`config.mk`:
```
export PLATFORM = sky130hd
export DESIGN_NAME = axi_acp_bridge_pipelined
export DESIGN_NICKNAME = d
export VERILOG_FILES = /design/src/rtl/axi_acp_bridge_pipelined.sv
export SDC_FILE = /design/constraint.sdc
export NUM_CORES = 1
export LEC_CHECK = 0
export CAP_MARGIN = 40
export CELL_PAD_IN_SITES_DETAIL_PLACEMENT = 1
export CELL_PAD_IN_SITES_GLOBAL_PLACEMENT = 2
export CORE_AREA = 3 3 344 346
export DETAILED_ROUTE_END_ITERATION = 12
export DIE_AREA = 0 0 347 349
export PLACE_DENSITY_LB_ADDON = 0.15
export SLEW_MARGIN = 20
export SYNTH_ARGS = -nofsm -noshare
export SYNTH_HDL_FRONTEND = slang
export SYNTH_HIERARCHICAL = 1
export SYNTH_SLANG_ARGS = --single-unit
```
`constraint.sdc`:
```
create_clock -name clk -period 4.1 [get_ports clk]
set_input_delay 0.82 -clock clk [delete_from_list [all_inputs] [get_ports clk]]
set_output_delay 0.82 -clock clk [all_outputs]
set_load 0.02 [all_outputs]
```
`src/rtl/axi_acp_bridge_pipelined.sv`:
```
// AXI3 bridge from a fabric master to the HPS F2S port for ACP accesses: skid-buffered
// AR/AW with cache/prot/user conditioning, outstanding limits and sticky error flags.

module axi_acp_cmd_skid #(
   parameter int W = 8
) (
   input  logic         clk,
   input  logic         reset,
   input  logic [W-1:0] in_data,
   input  logic         in_valid,
   output logic         in_ready,
   output logic [W-1:0] head,
   output logic         nonempty,
   input  logic         pop
);
   logic [W-1:0] mem_reg [2];
   logic         wr_ptr_reg, rd_ptr_reg, ready_reg;
   logic [1:0]   count_reg, count_next;
   logic         push, pop_ok;

   assign push       = in_valid & ready_reg;
   assign pop_ok     = pop & (count_reg != 2'd0);
   assign count_next = count_reg + 2'(push) - 2'(pop_ok);
   assign in_ready   = ready_reg;
   assign nonempty   = (count_reg != 2'd0);
   assign head       = mem_reg[rd_ptr_reg];

   always_ff @(posedge clk) begin
      if (push) mem_reg[wr_ptr_reg] <= in_data;
   end

   // ready depends only on registered occupancy, so m0 ready never reaches s0 ready
   always_ff @(posedge clk or posedge reset) begin
      if (reset) begin
         wr_ptr_reg <= 1'b0;
         rd_ptr_reg <= 1'b0;
         count_reg  <= 2'd0;
         ready_reg  <= 1'b1;
      end else begin
         if (push)   wr_ptr_reg <= ~wr_ptr_reg;
         if (pop_ok) rd_ptr_reg <= ~rd_ptr_reg;
         count_reg <= count_next;
         ready_reg <= (count_next < 2'd2);
      end
   end
endmodule

module axi_acp_bridge_pipelined #(
   parameter int                    DATA_WIDTH  = 128,
   parameter int                    ADDR_WIDTH  = 32,
   parameter int                    ID_WIDTH    = 8,
   parameter int                    USER_WIDTH  = 5,
   parameter bit                    OVERRIDE_EN = 1'b1,
   parameter logic [3:0]            AXCACHE_VAL = 4'b1111,
   parameter logic [2:0]            AXPROT_VAL  = 3'b000,
   parameter logic [USER_WIDTH-1:0] AXUSER_VAL  = USER_WIDTH'(1),
   parameter int                    MAX_RD      = 4,
   parameter int                    MAX_WR      = 4
) (
   input  logic                    clk,
   input  logic                    reset,
   input  logic [ADDR_WIDTH-1:0]   axs_s0_araddr,
   input  logic [1:0]              axs_s0_arburst,
   input  logic [3:0]              axs_s0_arcache,
   input  logic [ID_WIDTH-1:0]     axs_s0_arid,
   input  logic [3:0]              axs_s0_arlen,
   input  logic [1:0]              axs_s0_arlock,
   input  logic [2:0]              axs_s0_arprot,
   input  logic [2:0]              axs_s0_arsize,
   input  logic [USER_WIDTH-1:0]   axs_s0_aruser,
   input  logic                    axs_s0_arvalid,
   output logic                    axs_s0_arready,
   input  logic [ADDR_WIDTH-1:0]   axs_s0_awaddr,
   input  logic [1:0]              axs_s0_awburst,
   input  logic [3:0]              axs_s0_awcache,
   input  logic [ID_WIDTH-1:0]     axs_s0_awid,
   input  logic [3:0]              axs_s0_awlen,
   input  logic [1:0]              axs_s0_awlock,
   input  logic [2:0]              axs_s0_awprot,
   input  logic [2:0]              axs_s0_awsize,
   input  logic [USER_WIDTH-1:0]   axs_s0_awuser,
   input  logic                    axs_s0_awvalid,
   output logic                    axs_s0_awready,
   input  logic [DATA_WIDTH-1:0]   axs_s0_wdata,
   input  logic [ID_WIDTH-1:0]     axs_s0_wid,
   input  logic                    axs_s0_wlast,
   input  logic [DATA_WIDTH/8-1:0] axs_s0_wstrb,
   input  logic                    axs_s0_wvalid,
   output logic                    axs_s0_wready,
   output logic [DATA_WIDTH-1:0]   axs_s0_rdata,
   output logic [ID_WIDTH-1:0]     axs_s0_rid,
   output logic                    axs_s0_rlast,
   output logic [1:0]              axs_s0_rresp,
   output logic                    axs_s0_rvalid,
   input  logic                    axs_s0_rready,
   output logic [ID_WIDTH-1:0]     axs_s0_bid,
   output logic [1:0]              axs_s0_bresp,
   output logic                    axs_s0_bvalid,
   input  logic                    axs_s0_bready,
   output logic [ADDR_WIDTH-1:0]   axm_m0_araddr,
   output logic [1:0]              axm_m0_arburst,
   output logic [3:0]              axm_m0_arcache,
   output logic [ID_WIDTH-1:0]     axm_m0_arid,
   output logic [3:0]              axm_m0_arlen,
   output logic [1:0]              axm_m0_arlock,
   output logic [2:0]              axm_m0_arprot,
   output logic [2:0]              axm_m0_arsize,
   output logic [USER_WIDTH-1:0]   axm_m0_aruser,
   output logic                    axm_m0_arvalid,
   input  logic                    axm_m0_arready,
   output logic [ADDR_WIDTH-1:0]   axm_m0_awaddr,
   output logic [1:0]              axm_m0_awburst,
   output logic [3:0]              axm_m0_awcache,
   output logic [ID_WIDTH-1:0]     axm_m0_awid,
   output logic [3:0]              axm_m0_awlen,
   output logic [1:0]              axm_m0_awlock,
   output logic [2:0]              axm_m0_awprot,
   output logic [2:0]              axm_m0_awsize,
   output logic [USER_WIDTH-1:0]   axm_m0_awuser,
   output logic                    axm_m0_awvalid,
   input  logic                    axm_m0_awready,
   output logic [DATA_WIDTH-1:0]   axm_m0_wdata,
   output logic [ID_WIDTH-1:0]     axm_m0_wid,
   output logic                    axm_m0_wlast,
   output logic [DATA_WIDTH/8-1:0] axm_m0_wstrb,
   output logic                    axm_m0_wvalid,
   input  logic                    axm_m0_wready,
   input  logic [DATA_WIDTH-1:0]   axm_m0_rdata,
   input  logic [ID_WIDTH-1:0]     axm_m0_rid,
   input  logic                    axm_m0_rlast,
   input  logic [1:0]              axm_m0_rresp,
   input  logic                    axm_m0_rvalid,
   output logic                    axm_m0_rready,
   input  logic [ID_WIDTH-1:0]     axm_m0_bid,
   input  logic [1:0]              axm_m0_bresp,
   input  logic                    axm_m0_bvalid,
   output logic                    axm_m0_bready,
   output logic [3:0]              rd_outstanding,
   output logic [3:0]              wr_outstanding,
   output logic                    idle,
   output logic [1:0]              protocol_err
);
   localparam int CW = ADDR_WIDTH + ID_WIDTH + USER_WIDTH + 18;

   logic [CW-1:0]         ar_head, aw_head;
   logic                  ar_nonempty, aw_nonempty, ar_hs, aw_hs, r_done, b_done;
   logic [3:0]            ar_cache_buf, aw_cache_buf;
   logic [2:0]            ar_prot_buf, aw_prot_buf;
   logic [USER_WIDTH-1:0] ar_user_buf, aw_user_buf;
   logic [3:0]            rd_cnt_reg, wr_cnt_reg;
   logic [1:0]            err_reg;

   axi_acp_cmd_skid #(.W(CW)) u_ar_skid (
      .clk(clk), .reset(reset),
      .in_data({axs_s0_araddr, axs_s0_arburst, axs_s0_arcache, axs_s0_arid, axs_s0_arlen,
                axs_s0_arlock, axs_s0_arprot, axs_s0_arsize, axs_s0_aruser}),
      .in_valid(axs_s0_arvalid), .in_ready(axs_s0_arready),
      .head(ar_head), .nonempty(ar_nonempty), .pop(ar_hs)
   );

   axi_acp_cmd_skid #(.W(CW)) u_aw_skid (
      .clk(clk), .reset(reset),
      .in_data({axs_s0_awaddr, axs_s0_awburst, axs_s0_awcache, axs_s0_awid, axs_s0_awlen,
                axs_s0_awlock, axs_s0_awprot, axs_s0_awsize, axs_s0_awuser}),
      .in_valid(axs_s0_awvalid), .in_ready(axs_s0_awready),
      .head(aw_head), .nonempty(aw_nonempty), .pop(aw_hs)
   );

   assign {axm_m0_araddr, axm_m0_arburst, ar_cache_buf, axm_m0_arid, axm_m0_arlen,
           axm_m0_arlock, ar_prot_buf, axm_m0_arsize, ar_user_buf} = ar_head;
   assign {axm_m0_awaddr, axm_m0_awburst, aw_cache_buf, axm_m0_awid, axm_m0_awlen,
           axm_m0_awlock, aw_prot_buf, axm_m0_awsize, aw_user_buf} = aw_head;

   assign axm_m0_arcache = OVERRIDE_EN ? AXCACHE_VAL : ar_cache_buf;
   assign axm_m0_arprot  = OVERRIDE_EN ? AXPROT_VAL  : ar_prot_buf;
   assign axm_m0_aruser  = OVERRIDE_EN ? AXUSER_VAL  : ar_user_buf;
   assign axm_m0_awcache = OVERRIDE_EN ? AXCACHE_VAL : aw_cache_buf;
   assign axm_m0_awprot  = OVERRIDE_EN ? AXPROT_VAL  : aw_prot_buf;
   assign axm_m0_awuser  = OVERRIDE_EN ? AXUSER_VAL  : aw_user_buf;

   // valid only rises when a slot is free, and only its own handshake consumes the slot
   assign axm_m0_arvalid = ar_nonempty & (rd_cnt_reg < 4'(MAX_RD));
   assign axm_m0_awvalid = aw_nonempty & (wr_cnt_reg < 4'(MAX_WR));
   assign ar_hs  = axm_m0_arvalid & axm_m0_arready;
   assign aw_hs  = axm_m0_awvalid & axm_m0_awready;
   assign r_done = axm_m0_rvalid & axs_s0_rready & axm_m0_rlast;
   assign b_done = axm_m0_bvalid & axs_s0_bready;

   always_ff @(posedge clk or posedge reset) begin
      if (reset) begin
         rd_cnt_reg <= 4'd0;
         wr_cnt_reg <= 4'd0;
         err_reg    <= 2'b00;
      end else begin
         if (r_done && rd_cnt_reg == 4'd0) err_reg[0] <= 1'b1;
         if (b_done && wr_cnt_reg == 4'd0) err_reg[1] <= 1'b1;
         rd_cnt_reg <= rd_cnt_reg + 4'(ar_hs) - 4'(r_done && rd_cnt_reg != 4'd0);
         wr_cnt_reg <= wr_cnt_reg + 4'(aw_hs) - 4'(b_done && wr_cnt_reg != 4'd0);
      end
   end

   assign rd_outstanding = rd_cnt_reg;
   assign wr_outstanding = wr_cnt_reg;
   assign protocol_err   = err_reg;
   assign idle = ~ar_nonempty & ~aw_nonempty & (rd_cnt_reg == 4'd0) & (wr_cnt_reg == 4'd0);

   assign axm_m0_wdata  = axs_s0_wdata;
   assign axm_m0_wid    = axs_s0_wid;
   assign axm_m0_wlast  = axs_s0_wlast;
   assign axm_m0_wstrb  = axs_s0_wstrb;
   assign axm_m0_wvalid = axs_s0_wvalid;
   assign axs_s0_wready = axm_m0_wready;
   assign axs_s0_rdata  = axm_m0_rdata;
   assign axs_s0_rid    = axm_m0_rid;
   assign axs_s0_rlast  = axm_m0_rlast;
   assign axs_s0_rresp  = axm_m0_rresp;
   assign axs_s0_rvalid = axm_m0_rvalid;
   assign axm_m0_rready = axs_s0_rready;
   assign axs_s0_bid    = axm_m0_bid;
   assign axs_s0_bresp  = axm_m0_bresp;
   assign axs_s0_bvalid = axm_m0_bvalid;
   assign axm_m0_bready = axs_s0_bready;
endmodule

```
==> metrics <==
Sw Ratio=0.3367; worst-margin pin slew=approximately 600 ps; WHS Endpoint=protocol_err[1]; Die Width=roughly 350 um; Reg power frac=0.340; worst min-delay path startpoint=protocol_err[1]; Core Area=115700 um2; Pwr Total=9911 uW; Hold Path Depth=1; Tcrit/Tclk final=0.8364; vias in the first global route=approximately 6000; Layout Utilization=0.1237; final net count=~1200; critical path arrival=roughly 2600 ps; flop2flop setup slack=~1800 ps; Gate Count Post-Synth=753; max_slew headroom=0.6005; worst min-delay path category=reg2reg; # IOs=889; area added between synthesis and finish=25.50%; GPL Wtd Cong=0.6424; Post-Route Setup TNS=0 ps; grt ovf=0; max-slew violations=0; fill cell count=13154; Critical Path RT=3280 ps; PostCTS Resize Cnt=0; Sink Count=about 220; DRC=0; antenna viol nets, final=0; antenna violations before repair=9; Yosys warnings=6; Mean Syn Cell Area=15.15 um2; RSZ-0062 raised after global routing=no; Placement Rows=about 130; Reg-to-Reg Start=rd_outstanding[2]; Clk network pwr share=0.281; Post-CTS Setup Inserts=0; port bufs=234; Fin Hold WS=475.1 ps; largest net degree at the start of global routing=52; Pint=6574 uW; Bufs on Longest Clock Path=3; Logic pwr share=0.378; VDD IR-drop max=0.0002357 V; Tot GR Track Use=0.06909; hold_buf cts=0; FMAX=0.2916 GHz; Die Span Y=349 um; endpoints failing hold=0; Critical R2R Capture=rd_outstanding[2]; Via Count=approximately 5300; Clock Tree Root=clkbuf_16; Critical Path Start Type=flip-flop; first-pass GRT wire length=56.23 mm; CTS tree=yes; routed len/inst=19.16 um; DR pass1 iterations=4; worst skew pair latency=570 ps; worst r2r path cells=9; leakage power=just under 0.005 uW; Max Cap Viol=0; post-DP HPWL=between 30 and 40 mm; Switch Pwr=3336 uW; Vias/cell=approximately 2.4; status=finished, final reports clean; Final min period=3429 ps; Area after DPL=13250 um2; clock-pin slew on the worst setup and hold paths=50 ps; fin area=14320 um2; CP Max Fanout=21; die outline area=121100 um2; Routed WL=43.33 mm; initial DRC count=roughly 140; Setup Crit Path Kind=reg2out; Clock Skews=29.65 ps; Initial Utilization=0.09859; crit end category=output pin; CTS H-Tree Depth=2; CTS Buf Count=35; synthesized area=11410 um2; PD cells=692.0 nW/um2; Final setup viols=0; fraction of layout cells with a size suffix above 1=0.2415
## cell type report
cell class | instances | area, um2 | share of cell area
clock inverters | 19 | 155.1 | 0.01083
multi-input cells | 188 | 2172 | 0.1517
inverters | 17 | 63.81 | 0.004456
repair buffers | 243 | 2472 | 0.1726
diodes | 5 | 12.51 | 0.0008737
clock buffers | 42 | 902.1 | 0.06299
flip-flops and latches | 224 | 6636 | 0.4634
well taps | 1524 | 1907 | 0.1331
## metal layers
metal	global-route usage	vias to the layer above	wire length [um]
met5	0.006002	-	153
met4	0.03021	10	1698
met1	0.05870	2519	13340
li1	-	2176	-
met3	0.06489	132	8300
met2	0.1099	510	19840
## power by group through the flow
| stage | Sequential (uW) | Combinational [uW] | Clock, uW |
|---|---|---|---|
| after detailed placement | 3460 | 3890 | 0 |
| after floorplan | 3340 | 2720 | 0 |
| after CTS | 3410 | 3910 | 2990 |
| after global routing | 3450 | 4060 | 3070 |
| after global placement | 3440 | 3910 | 0 |
| final | 3370 | 3750 | 2790 |
## worst max-delay path: stages (launching register included)
cell             delay, ps
dfrtp_4                730
buf_4                  360
mux2_4                 320
clkdlybuf4s50_1        610
## how the worst max path moves through the flow
stage / end / start / slack [ps] / cells past startpoint
after CTS: idle / rd_outstanding[2] / 480 / 6
after floorplan: u_ar_skid/mem_reg[0][11] / axs_s0_arvalid / 570 / 2
final: axm_m0_awaddr[16] / u_aw_skid/rd_ptr_reg / 670 / 3
after global placement: idle / rd_outstanding[2] / 1160 / 6
after global routing: idle / rd_outstanding[2] / 440 / 6
after detailed placement: idle / rd_outstanding[2] / 1170 / 6
## cell usage in the layout (no fill, tap or decap), drive strengths merged, types with 9 or more instances in the layout
master	instances
buf	9
clkbuf	42
clkdlybuf4s50	234
clkinv	15
conb	24
dfrtp	18
edfxtp	204
ha	12
inv	18
mux2	102
## per-stage QoR
| stage | worst slack (ps) | instances |
|---|---|---|
| after floorplan | 568.4 | 775 |
| after global placement | 1165 | 2195 |
| after detailed placement | 1167 | 2196 |
| after CTS | 483.3 | 2257 |
| after global routing | 440.8 | 2257 |
| final | 670.7 | 2262 |
(Power assumes the default switching activity.)
